--- src/rtl/dual_debouncer.sv ---
// Two-channel switch conditioner: synchronise each raw input, debounce it, and
// emit registered clean levels, per-channel edge pulses and a combined change strobe.

module dual_debouncer_chan #(
    parameter int   STABLE_CYCLES = 4,
    parameter int   SYNC_STAGES   = 2,
    parameter logic RESET_LEVEL   = 1'b0
) (
    input  logic clk,
    input  logic rst,
    input  logic raw,
    output logic level,
    output logic rise,
    output logic fall,
    output logic change_next
);
    localparam int CW = $clog2(STABLE_CYCLES + 1);
    // Last count value before the flip: the flip edge itself is the final qualifying sample.
    localparam logic [CW-1:0] LAST_COUNT = CW'(STABLE_CYCLES - 1);

    typedef enum logic {
        ST_STABLE  = 1'b0,
        ST_PENDING = 1'b1
    } state_t;

    logic [SYNC_STAGES-1:0] sync_q;
    logic [SYNC_STAGES-1:0] sync_d;
    logic                   s_x;

    state_t                 state_q;
    state_t                 state_d;
    logic [CW-1:0]          count_q;
    logic [CW-1:0]          count_d;
    logic                   level_q;
    logic                   level_d;
    logic                   rise_q;
    logic                   rise_d;
    logic                   fall_q;
    logic                   fall_d;
    logic                   flip;

    assign sync_d = {sync_q[SYNC_STAGES-2:0], raw};
    assign s_x    = sync_q[SYNC_STAGES-1];

    always_comb begin
        state_d = state_q;
        count_d = count_q;
        level_d = level_q;
        rise_d  = 1'b0;
        fall_d  = 1'b0;
        flip    = 1'b0;

        unique case (state_q)
            ST_STABLE: begin
                if (s_x != level_q) begin
                    if (STABLE_CYCLES == 1) begin
                        flip = 1'b1;
                    end else begin
                        state_d = ST_PENDING;
                        count_d = CW'(1);
                    end
                end
            end
            ST_PENDING: begin
                if (s_x == level_q) begin
                    state_d = ST_STABLE;
                    count_d = '0;
                end else if (count_q == LAST_COUNT) begin
                    flip = 1'b1;
                end else begin
                    count_d = count_q + CW'(1);
                end
            end
            default: begin
                state_d = ST_STABLE;
                count_d = '0;
            end
        endcase

        if (flip) begin
            level_d = ~level_q;
            rise_d  = ~level_q;
            fall_d  = level_q;
            count_d = '0;
            state_d = ST_STABLE;
        end
    end

    always_ff @(posedge clk or posedge rst) begin
        if (rst) begin
            sync_q  <= {SYNC_STAGES{RESET_LEVEL}};
            state_q <= ST_STABLE;
            count_q <= '0;
            level_q <= RESET_LEVEL;
            rise_q  <= 1'b0;
            fall_q  <= 1'b0;
        end else begin
            sync_q  <= sync_d;
            state_q <= state_d;
            count_q <= count_d;
            level_q <= level_d;
            rise_q  <= rise_d;
            fall_q  <= fall_d;
        end
    end

    assign level       = level_q;
    assign rise        = rise_q;
    assign fall        = fall_q;
    // Next-cycle change indication lets the top register pair_valid in step with the pulses.
    assign change_next = rise_d | fall_d;
endmodule

module dual_debouncer #(
    parameter int   STABLE_CYCLES = 4,
    parameter int   SYNC_STAGES   = 2,
    parameter logic RESET_LEVEL   = 1'b0
) (
    input  logic clk,
    input  logic rst,
    input  logic raw_a,
    input  logic raw_b,
    output logic a,
    output logic b,
    output logic a_rise,
    output logic a_fall,
    output logic b_rise,
    output logic b_fall,
    output logic pair_valid
);
    logic a_change_next;
    logic b_change_next;
    logic pair_valid_q;
    logic pair_valid_d;

    dual_debouncer_chan #(
        .STABLE_CYCLES(STABLE_CYCLES),
        .SYNC_STAGES  (SYNC_STAGES),
        .RESET_LEVEL  (RESET_LEVEL)
    ) u_chan_a (
        .clk        (clk),
        .rst        (rst),
        .raw        (raw_a),
        .level      (a),
        .rise       (a_rise),
        .fall       (a_fall),
        .change_next(a_change_next)
    );

    dual_debouncer_chan #(
        .STABLE_CYCLES(STABLE_CYCLES),
        .SYNC_STAGES  (SYNC_STAGES),
        .RESET_LEVEL  (RESET_LEVEL)
    ) u_chan_b (
        .clk        (clk),
        .rst        (rst),
        .raw        (raw_b),
        .level      (b),
        .rise       (b_rise),
        .fall       (b_fall),
        .change_next(b_change_next)
    );

    always_comb begin
        pair_valid_d = a_change_next | b_change_next;
    end

    always_ff @(posedge clk or posedge rst) begin
        if (rst) begin
            pair_valid_q <= 1'b0;
        end else begin
            pair_valid_q <= pair_valid_d;
        end
    end

    assign pair_valid = pair_valid_q;
endmodule

--- config.mk ---
export PLATFORM = sky130hd
export DESIGN_NAME = dual_debouncer
export DESIGN_NICKNAME = d
export VERILOG_FILES = /design/src/rtl/dual_debouncer.sv
export SDC_FILE = /design/constraint.sdc
export NUM_CORES = 1
export LEC_CHECK = 0
export BUFFER_PORTS_ARGS = -buffer_cell sky130_fd_sc_hd__buf_2
export CAP_MARGIN = 30
export CORE_ASPECT_RATIO = 1.4
export CORE_MARGIN = 10
export CORE_UTILIZATION = 40
export CTS_CLUSTER_SIZE = 8
export DETAILED_ROUTE_END_ITERATION = 16
export SLEW_MARGIN = 30
export SYNTH_ARGS = -nofsm -noshare
export SYNTH_HDL_FRONTEND = slang
export SYNTH_HIERARCHICAL = 1
export SYNTH_SLANG_ARGS = --single-unit
--- constraint.sdc ---
create_clock -name clk -period 2.42 [get_ports clk]
set_input_delay 0.484 -clock clk [delete_from_list [all_inputs] [get_ports clk]]
set_output_delay 0.484 -clock clk [all_outputs]
set_load 0.01 [all_outputs]
# Word level (Yosys, flattened, before mapping)
# Cells that the tools add are included.
[op_classes] mux=28 reduce_logical=2 n_eq_ne=10 bitwise=7 add_sub_neg=2
[ops] operator="$mux W3" n=8
[ops] operator="$mux W1" n=16
[ops] operator="$pmux W3 S2" n=2
[ops] operator="$ne A4 B4 Y1 const B" n=2
[ops] operator="$add A3 B1 Y3 const B" n=2
[ops] operator="$eq A3 B2 Y1 const B" n=2
[ops] operator="$ne A3 B1 Y1 const B" n=2
[ops] operator="$not A1 Y1" n=4
[ops] operator="$pmux W1 S2" n=2
[ops] operator="$reduce_and A2 Y1" n=2
[ops] operator="$or A1 B1 Y1" n=3
[ops] operator="$eq A1 B1 Y1" n=2
[ops] operator="$ne A1 B1 Y1" n=2
[word_totals] reg_bits=19 elab_cells=62 out_inout_bits=7 input_bits=4

# Logic depth before layout (Yosys ltp)
# Gate-level depths: netlist of the first run.
[logic_depth] depth_word=7 mapped_depth=5 mapped_depth_nobuf=5

# By module
# The synthesis of the first run kept the hierarchy.
[modules_own_cells] mod="dual_debouncer_chan at u_chan_b" n_inst=1 area_per_inst_um2=382.9 seq_area_each_um2=225.2 cells_each=29
[modules_own_cells] mod="dual_debouncer_chan at u_chan_a" n_inst=1 area_per_inst_um2=377.9 seq_area_each_um2=225.2 cells_each=29
[modules_own_cells] mod="dual_debouncer" n_inst=1 area_per_inst_um2=35.0 seq_area_each_um2=25.0 cells_each=3

# Least setup slack after synthesis of the first run
# No wires, ideal clock.
[synth_path] path_type="register to register" from="register u_chan_a.count_q[0]" to="register u_chan_a.level_q, in the netlist u_chan_a/level" required_ns=2.295 synth_period_minus_slack_ns=1.343 path_stages_with_launch=5 arrival_time_ns=1.218 setup_ns=0.125 path_buffers=0 slack_ns=1.077 path_cell_list="dfrtp_1 ha_1 ha_1 nand2_1 mux2_2"
[synth_between] elab_chain_cells=4
[synth_rtl] item="start: declaration" line="32" rtl="logic [CW-1:0] count_q;"
[synth_rtl] item="start signal: assignment" line="100" rtl="count_q <= count_d;"
[synth_rtl] item="$eq A3 B2 Y1" line="68" rtl="end else if (count_q == LAST_COUNT) begin"
[synth_rtl] item="$mux W1" line="68"
[synth_rtl] item="$mux W1" line="65" rtl="if (s_x == level_q) begin"
[synth_rtl] item="$mux W1" line="53" rtl="unique case (state_q)"
[synth_rtl] item="end signal: assignment" line="101" rtl="level_q <= level_d;"
[synth_rtl] item="end: declaration" line="34" rtl="logic level_q;"
# No other way between the ends.
# A chain may end at the register's enable or synchronous reset.

# Final worst setup path of the first run
[layout_path] from="register u_chan_b.count_q[0]" to="register u_chan_b.level_q, in the netlist u_chan_b/level"
[layout_between] elab_chain_cells=4
[layout_rtl] item="start: declaration" line="32"
[layout_rtl] item="start signal: assignment" line="100"
[layout_rtl] item="$eq A3 B2 Y1" line="68"
[layout_rtl] item="$mux W1" line="68"
[layout_rtl] item="$mux W1" line="65"
[layout_rtl] item="$mux W1" line="53"
[layout_rtl] item="end signal: assignment" line="101"
[layout_rtl] item="end: declaration" line="34"
# No other way between the ends.

==> metrics.md, run 1 <==
| Metric | Value |
|---|---|
| Total wire length | ~1200 µm |
| R2R Setup Slk | 0.97 ns |
| Crit path cell chain | ha_1 > ha_1 > nand2_1 > mux2_2 |
| Synth Cell Area | approximately 800 µm² |
| Clk slew on worst S/H paths | 0.10 ns |
| Flop pwr share | 0.520 |
| Synth Flop Type | dfrtp_1 |
| CTS tree | done |
| Clock Skews | 0.00176 ns |
| N_diodes | 0 |
| Worst rel slew slack | 0.770 |
| Hold WS | 0.0227 ns |
| Logic pwr share | 0.312 |
| Yosys top cell by area | dfrtp_1 |
| Via count | roughly 460 |
| Initial Util | 0.413 |
| Vias in the first global route | approximately 500 |
| R2r startpoint | u_chan_b/count_q[0] |
| Violation count after the first detailed-route iteration | 9 |
| Final core utilization | 0.467 |
| Pint | 0.620 mW |
| RSZ-0062 raised after global routing | false |
| Drt drc | 0 |
| Row cnt | 19 |
| CTS-repair resized insts | 0 |
| Worst-skew pair later-pin latency | 0.29 ns |
| First-pass GRT wire length | about 2100 µm |
| TritonCTS Sinks | 19 |
| Initial antenna violation count | 0 |
| GR Overflow Total | 0 |
| Area of the core | between 1500 and 2000 µm² |
| Pwr/cell area | 1030 nW/µm² |
| Seq/Total Area, Yosys | 0.597 |
| Largest net degree at the start of global routing | 11 |
| Delay-heaviest family, CP | adder cells |
| CTS buffer count | 3 |
| Dpl hpwl | between 900 and 1000 µm |
| Peak VDD IR | 0.491 mV |
| Final Max Slew Viols | 0 |
| CP Buf/Inv Count | 0 |
| Die Ht | approximately 73 µm |
| Final-report setup violation count | 0 |
| EDFF count, synth | 0 |
| GP Congestion | 0.687 |
| Postcts setup bufs | 0 |
| Via/cell ratio | roughly 4.8 |
| Placement Cell Area | just under 900 µm² |
| Status | completed |
| Sw Pwr | 0.303 mW |
| Post-synthesis cell type count | 18 |
| Final min period | 1.45 ns |
| WP data required | about 2.6 ns |
| Die X | between 50 and 60 µm |
| # H-tree levels | 1 |
| Post-synth top cells | dfrtp_1, inv_1 |
| CTS Buffer Depth | 2 |
| Final ANT Viol Nets | 0 |
| Yosys reg bits | 19 |
| Final net count | between 80 and 90 |
| Fin Setup TNS | 0 ns |
| Power share of the clock group | 0.168 |
| Top cell by count, worst path | ha_1 |
| Cell count after synthesis | between 60 and 70 |
| Finished Cell Area | approximately 900 µm² |
| Mapped Nets | 69 |
| Most frequent cell after synthesis | dfrtp_1 |
| Setup crit start kind | flop |
| Final Cycle Share | 0.600 |
| Fraction of power spent switching nets | 0.328 |
| Worst-margin pin slew | between 0.3 and 0.4 ns |
| Routed length per instance | ~12 µm |
| Die Footprint | between 4000 and 5000 µm² |
| Fillers | about 180 |
| Max-cap violations | 0 |
| Post-Syn Area per Cell | approximately 13 µm² |
| Achievable Freq | roughly 0.7 GHz |
| Drt pass-1 iters | 3 |
| Port buffer count | 10 |
| Worst path max stage delay | approximately 0.4 ns |
| Worst Path Max Fanout | 5 |
| LEAKAGE | between 0.4 and 0.5 nW |
| Ys async rst share | 1.00 |
| Post-synth top area share | 0.597 |
| Hold Violations, Final | 0 |
| Layout cells sized above 1 | 0.227 |
| Total track usage | 0.0623 |
| Critical path class | flop to flop |
| CP endpoint kind | flop |
| Worst r2r path cells | 4 |
| Top cells by area, synth | dfrtp_1, ha_1, mux2i_1, nor3b_1, nand2b_1 |
| Reg2reg end | u_chan_b/level |
| Layout area overhead | 12.9% |
| Synth warn | 6 |
| Hold Path Class | primary input to asynchronous set/reset pin |
| Cts hold-fix bufs | 0 |
| Ports | 11 |
| Root buf cell | clkbuf_4 |
| Crit path DAT | ~1.6 ns |
| Crit-path slowest cell | dfrtp_1 |
cell usage in the layout, fill, tap and decap left out:
master / count
mux2_2: 2
dfrtp_1: 19
ha_1: 4
a21oi_1: 3
clkbuf_1: 1
nand3b_1: 2
o21ai_0: 1
nor2_1: 2
nand2_1: 2
xnor2_2: 1
buf_2: 10
mux2i_1: 4
nor3b_1: 4
o21a_1: 2
nand2b_1: 4
or2_1: 1
inv_1: 6
clkbuf_4: 3
xnor2_1: 1
or3b_1: 2
xor2_2: 1
state kept, by name, indices dropped and copies added, names as in the netlist:
register / count
u_chan_a/state_q: 1
u_chan_b/fall: 1
u_chan_a/sync_q: 2
u_chan_a/level: 1
u_chan_a/count_q: 3
u_chan_a/fall: 1
u_chan_b/state_q: 1
u_chan_b/rise: 1
u_chan_b/count_q: 3
u_chan_a/rise: 1
pair_valid: 1
u_chan_b/sync_q: 2
u_chan_b/level: 1
metal layers:
metal / GRT usage / vias up / routed length [µm]
li1: - / 232 / -
met4: 0.0393 / 0 / 13
met2: 0.110 / 3 / 618
met3: 0.0157 / 2 / 25
met5: 0 / - / 0
met1: 0.0626 / 222 / 503
metrics by stage:
step           cells  setup slack [ns]  total power, mW
6_report          96             0.969            0.923
3_3_place_gp      92             0.991            0.772
4_1_cts           96             0.958            0.937
5_1_grt           96             0.886             1.00
2_1_floorplan     61              1.08            0.701
3_5_place_dp      92             0.986            0.780
power by group through the flow:
stage                     Sequential, mW  Clock (mW)  Combinational [mW]
after floorplan                    0.483           0               0.217
after global placement             0.483           0               0.289
after detailed placement           0.486           0               0.295
after CTS                          0.480       0.161               0.296
after global routing               0.497       0.174               0.329
final                              0.480       0.155               0.288
kinds of logic after synthesis:
| group | Yosys count | share of synthesized area |
|---|---|---|
| simple gates | 17 | 0.137 |
| compound gates | 6 | 0.0440 |
| xor+xnor | 3 | 0.0519 |
| buf+inv | 6 | 0.0283 |
| flops | 19 | 0.597 |
| mux | 6 | 0.0786 |
| fa+ha+maj | 4 | 0.0629 |
worst max-delay path by stage:
| stage | startpoint | to | slack, ns | cells after the start |
|---|---|---|---|---|
| after floorplan | u_chan_a/count_q[0] | u_chan_a/level | 1.08 | 4 |
| after CTS | u_chan_b/count_q[0] | u_chan_b/level | 0.96 | 4 |
| after global placement | u_chan_b/count_q[0] | u_chan_b/level | 0.99 | 4 |
| after detailed placement | u_chan_b/count_q[0] | u_chan_b/level | 0.99 | 4 |
| after global routing | u_chan_b/count_q[0] | u_chan_b/level | 0.89 | 4 |
| final | u_chan_b/count_q[0] | u_chan_b/level | 0.97 | 4 |
cell type report:
cell class,count,area (µm²),area share
Sequential cell,19,475,0.529
Tap cell,21,26.3,0.0292
Timing Repair Buffer,10,50.0,0.0557
Multi-Input combinational cell,36,298,0.331
Clock buffer,4,26.3,0.0292
Inverter,6,22.5,0.0251
Power figures use the tool's default switching activity.
==> run 2: changes to the inputs <==
==> constraint.sdc (replaced) <==
create_clock -name clk -period 1.3 [get_ports clk]
set_input_delay 0.26 -clock clk [delete_from_list [all_inputs] [get_ports clk]]
set_output_delay 0.26 -clock clk [all_outputs]
set_load 0.01 [all_outputs]
==> metrics.md, run 2 (same netlist as run 1, synthesis figures left out) <==
| Metric | Value |
|---|---|
| Critical path class | flop to flop |
| Pwr/cell area | 1880 nW/µm² |
| CTS Buffer Depth | 2 |
| Top Registers | u_chan_a/count_q: 3 flops, u_chan_b/count_q: 3 flops |
| Total power | 1.94 mW |
| RSZ-0062 raised after global routing | true |
| Delay-heaviest family, CP | flip-flops |
| Initial antenna violation count | 0 |
| Worst path max stage delay | ~0.40 ns |
| Drt drc | 0 |
| Layout area overhead | 29.9% |
| Clock Skews | 0.00586 ns |
| Achievable Freq | 0.727 GHz |
| Worst Path Max Fanout | 3 |
| Hold Path Class | primary input to flop |
| Final Cycle Share | 1.06 |
| Total wire length | between 1000 and 1500 µm |
| Worst-margin pin slew | around 0.34 ns |
| Clk slew on worst S/H paths | about 0.10 ns |
| WP data required | about 1.5 ns |
| Fillers | 170 |
| Vias in the first global route | 530 |
| Dpl hpwl | a little over 1000 µm |
| Most frequent cells in the layout | dfrtp_1, buf_2, buf_4 |
| Setup crit start kind | flop |
| Root buf cell | clkbuf_4 |
| CP Buf/Inv Count | 1 |
| Peak VDD IR | 0.920 mV |
| GP Congestion | about 0.73 |
| Crit path cell chain | ha_2 > ha_4 > buf_4 > nand2_2 > mux2_2 |
| TritonCTS Sinks | 19 |
| Largest net degree at the start of global routing | 11 |
| Crit path DAT | about 1.6 ns |
| R2r startpoint | u_chan_a/count_q[1] |
| Crit-path slowest cell | dfrtp_1 |
| Final min period | 1.37 ns |
| N_diodes | 0 |
| Worst-skew pair later-pin latency | ~0.29 ns |
| Failing checks | setup timing |
| Routed length per instance | roughly 12 µm |
| Die Footprint | 4200 µm² |
| Die X | between 50 and 60 µm |
| Final ANT Viol Nets | 0 |
| First-pass GRT wire length | about 2200 µm |
| LEAKAGE | between 0.5 and 0.6 nW |
| Port buffer count | 10 |
| Final Max Slew Viols | 0 |
| Commonest non-fill, non-tap cell in the layout | dfrtp_1 |
| CTS tree | done |
| Hold WS | ~0.069 ns |
| Reg2reg end | u_chan_a/level |
| Initial Util | 0.413 |
| # H-tree levels | 1 |
| Hold Violations, Final | 0 |
| Via/cell ratio | between 4 and 5 |
| Die Ht | between 70 and 80 µm |
| Worst r2r path cells | 5 |
| CTS buffer count | 3 |
| Final setup margin | -0.0748 ns |
| Row cnt | 19 |
| Max-cap violations | 0 |
| Violation count after the first detailed-route iteration | 5 |
| Final-report setup violation count | 3 |
| Ports | 11 |
| CP endpoint kind | flop |
| Area of the core | between 1500 and 2000 µm² |
| Worst Setup EP | u_chan_a/level |
| Worst Setup SP | u_chan_a/count_q[1] |
| R2R Setup Slk | -0.07 ns |
| Via count | ~500 |
| Layout cells sized above 1 | 0.400 |
| Stages on worst setup path | 5 |
| Status | finished, violations left |
| Worst rel slew slack | 0.775 |
| Drt pass-1 iters | 4 |
| Final net count | 94 |
| Total track usage | 0.0673 |
| GR Overflow Total | 0 |
[run 2: layout make-up]
class                           count  area, µm²  area share
Clock buffer                        4       26.3      0.0254
Timing Repair Buffer               20        131       0.127
Multi-Input combinational cell     36        352       0.340
Sequential cell                    19        475       0.460
Inverter                            6       22.5      0.0218
Tap cell                           21       26.3      0.0254
[run 2: repair_timing]
| item | 4_1_cts | 5_1_grt |
|---|---|---|
| endpoints found under the hold margin | 19 | 0 |
| gates resized for setup | 4 | 4 |
| setup endpoints to repair | 7 | 9 |
| hold buffers | 1 | 0 |
| pin swaps | 4 | 4 |
| buffers inserted | 0 | 4 |
[run 2: worst min path at each step]
stage | cells past startpoint | from | end | slack, ns
after global placement | 2 | rst | pair_valid | 0.12
final | 1 | raw_a | u_chan_a/sync_q[0] | 0.07
after CTS | 1 | raw_a | u_chan_a/sync_q[0] | 0.06
after floorplan | 1 | rst | pair_valid | -0.01
after global routing | 1 | raw_a | u_chan_a/sync_q[0] | 0.05
after detailed placement | 2 | rst | pair_valid | 0.12
[run 2: metrics by stage]
step                 util  worst slack, ns  std cells  setup TNS, ns  area [µm²]
floorplan               -          -0.0121         61        -0.0321         803
global placement    0.480          -0.0489         98         -0.101         925
detailed placement  0.480           -0.101         98         -0.246         925
CTS                 0.515          -0.0992        103         -0.196         992
global route        0.537           -0.161        106         -0.429        1030
finish              0.537          -0.0748        106         -0.196        1030
[run 2: worst reg2reg max path: stages, from the launching register on]
cell     delay [ns]
dfrtp_1        0.40
ha_2           0.20
ha_4           0.16
buf_4          0.12
nand2_2        0.07
mux2_2         0.33
[run 2: layer usage]
metal  GRT usage  vias to the layer above  wire length (µm)
met5           0                        -                 0
met4      0.0471                        0                27
met1      0.0619                      244               491
li1            -                      250                 -
met2       0.123                        5               743
met3      0.0174                        4                48
[run 2: power breakdown]
part | total (mW) | switching [mW] | internal [mW]
clock | 0.283 | 0.164 | 0.119
sequential | 0.906 | 0.166 | 0.740
combinational | 0.754 | 0.303 | 0.451
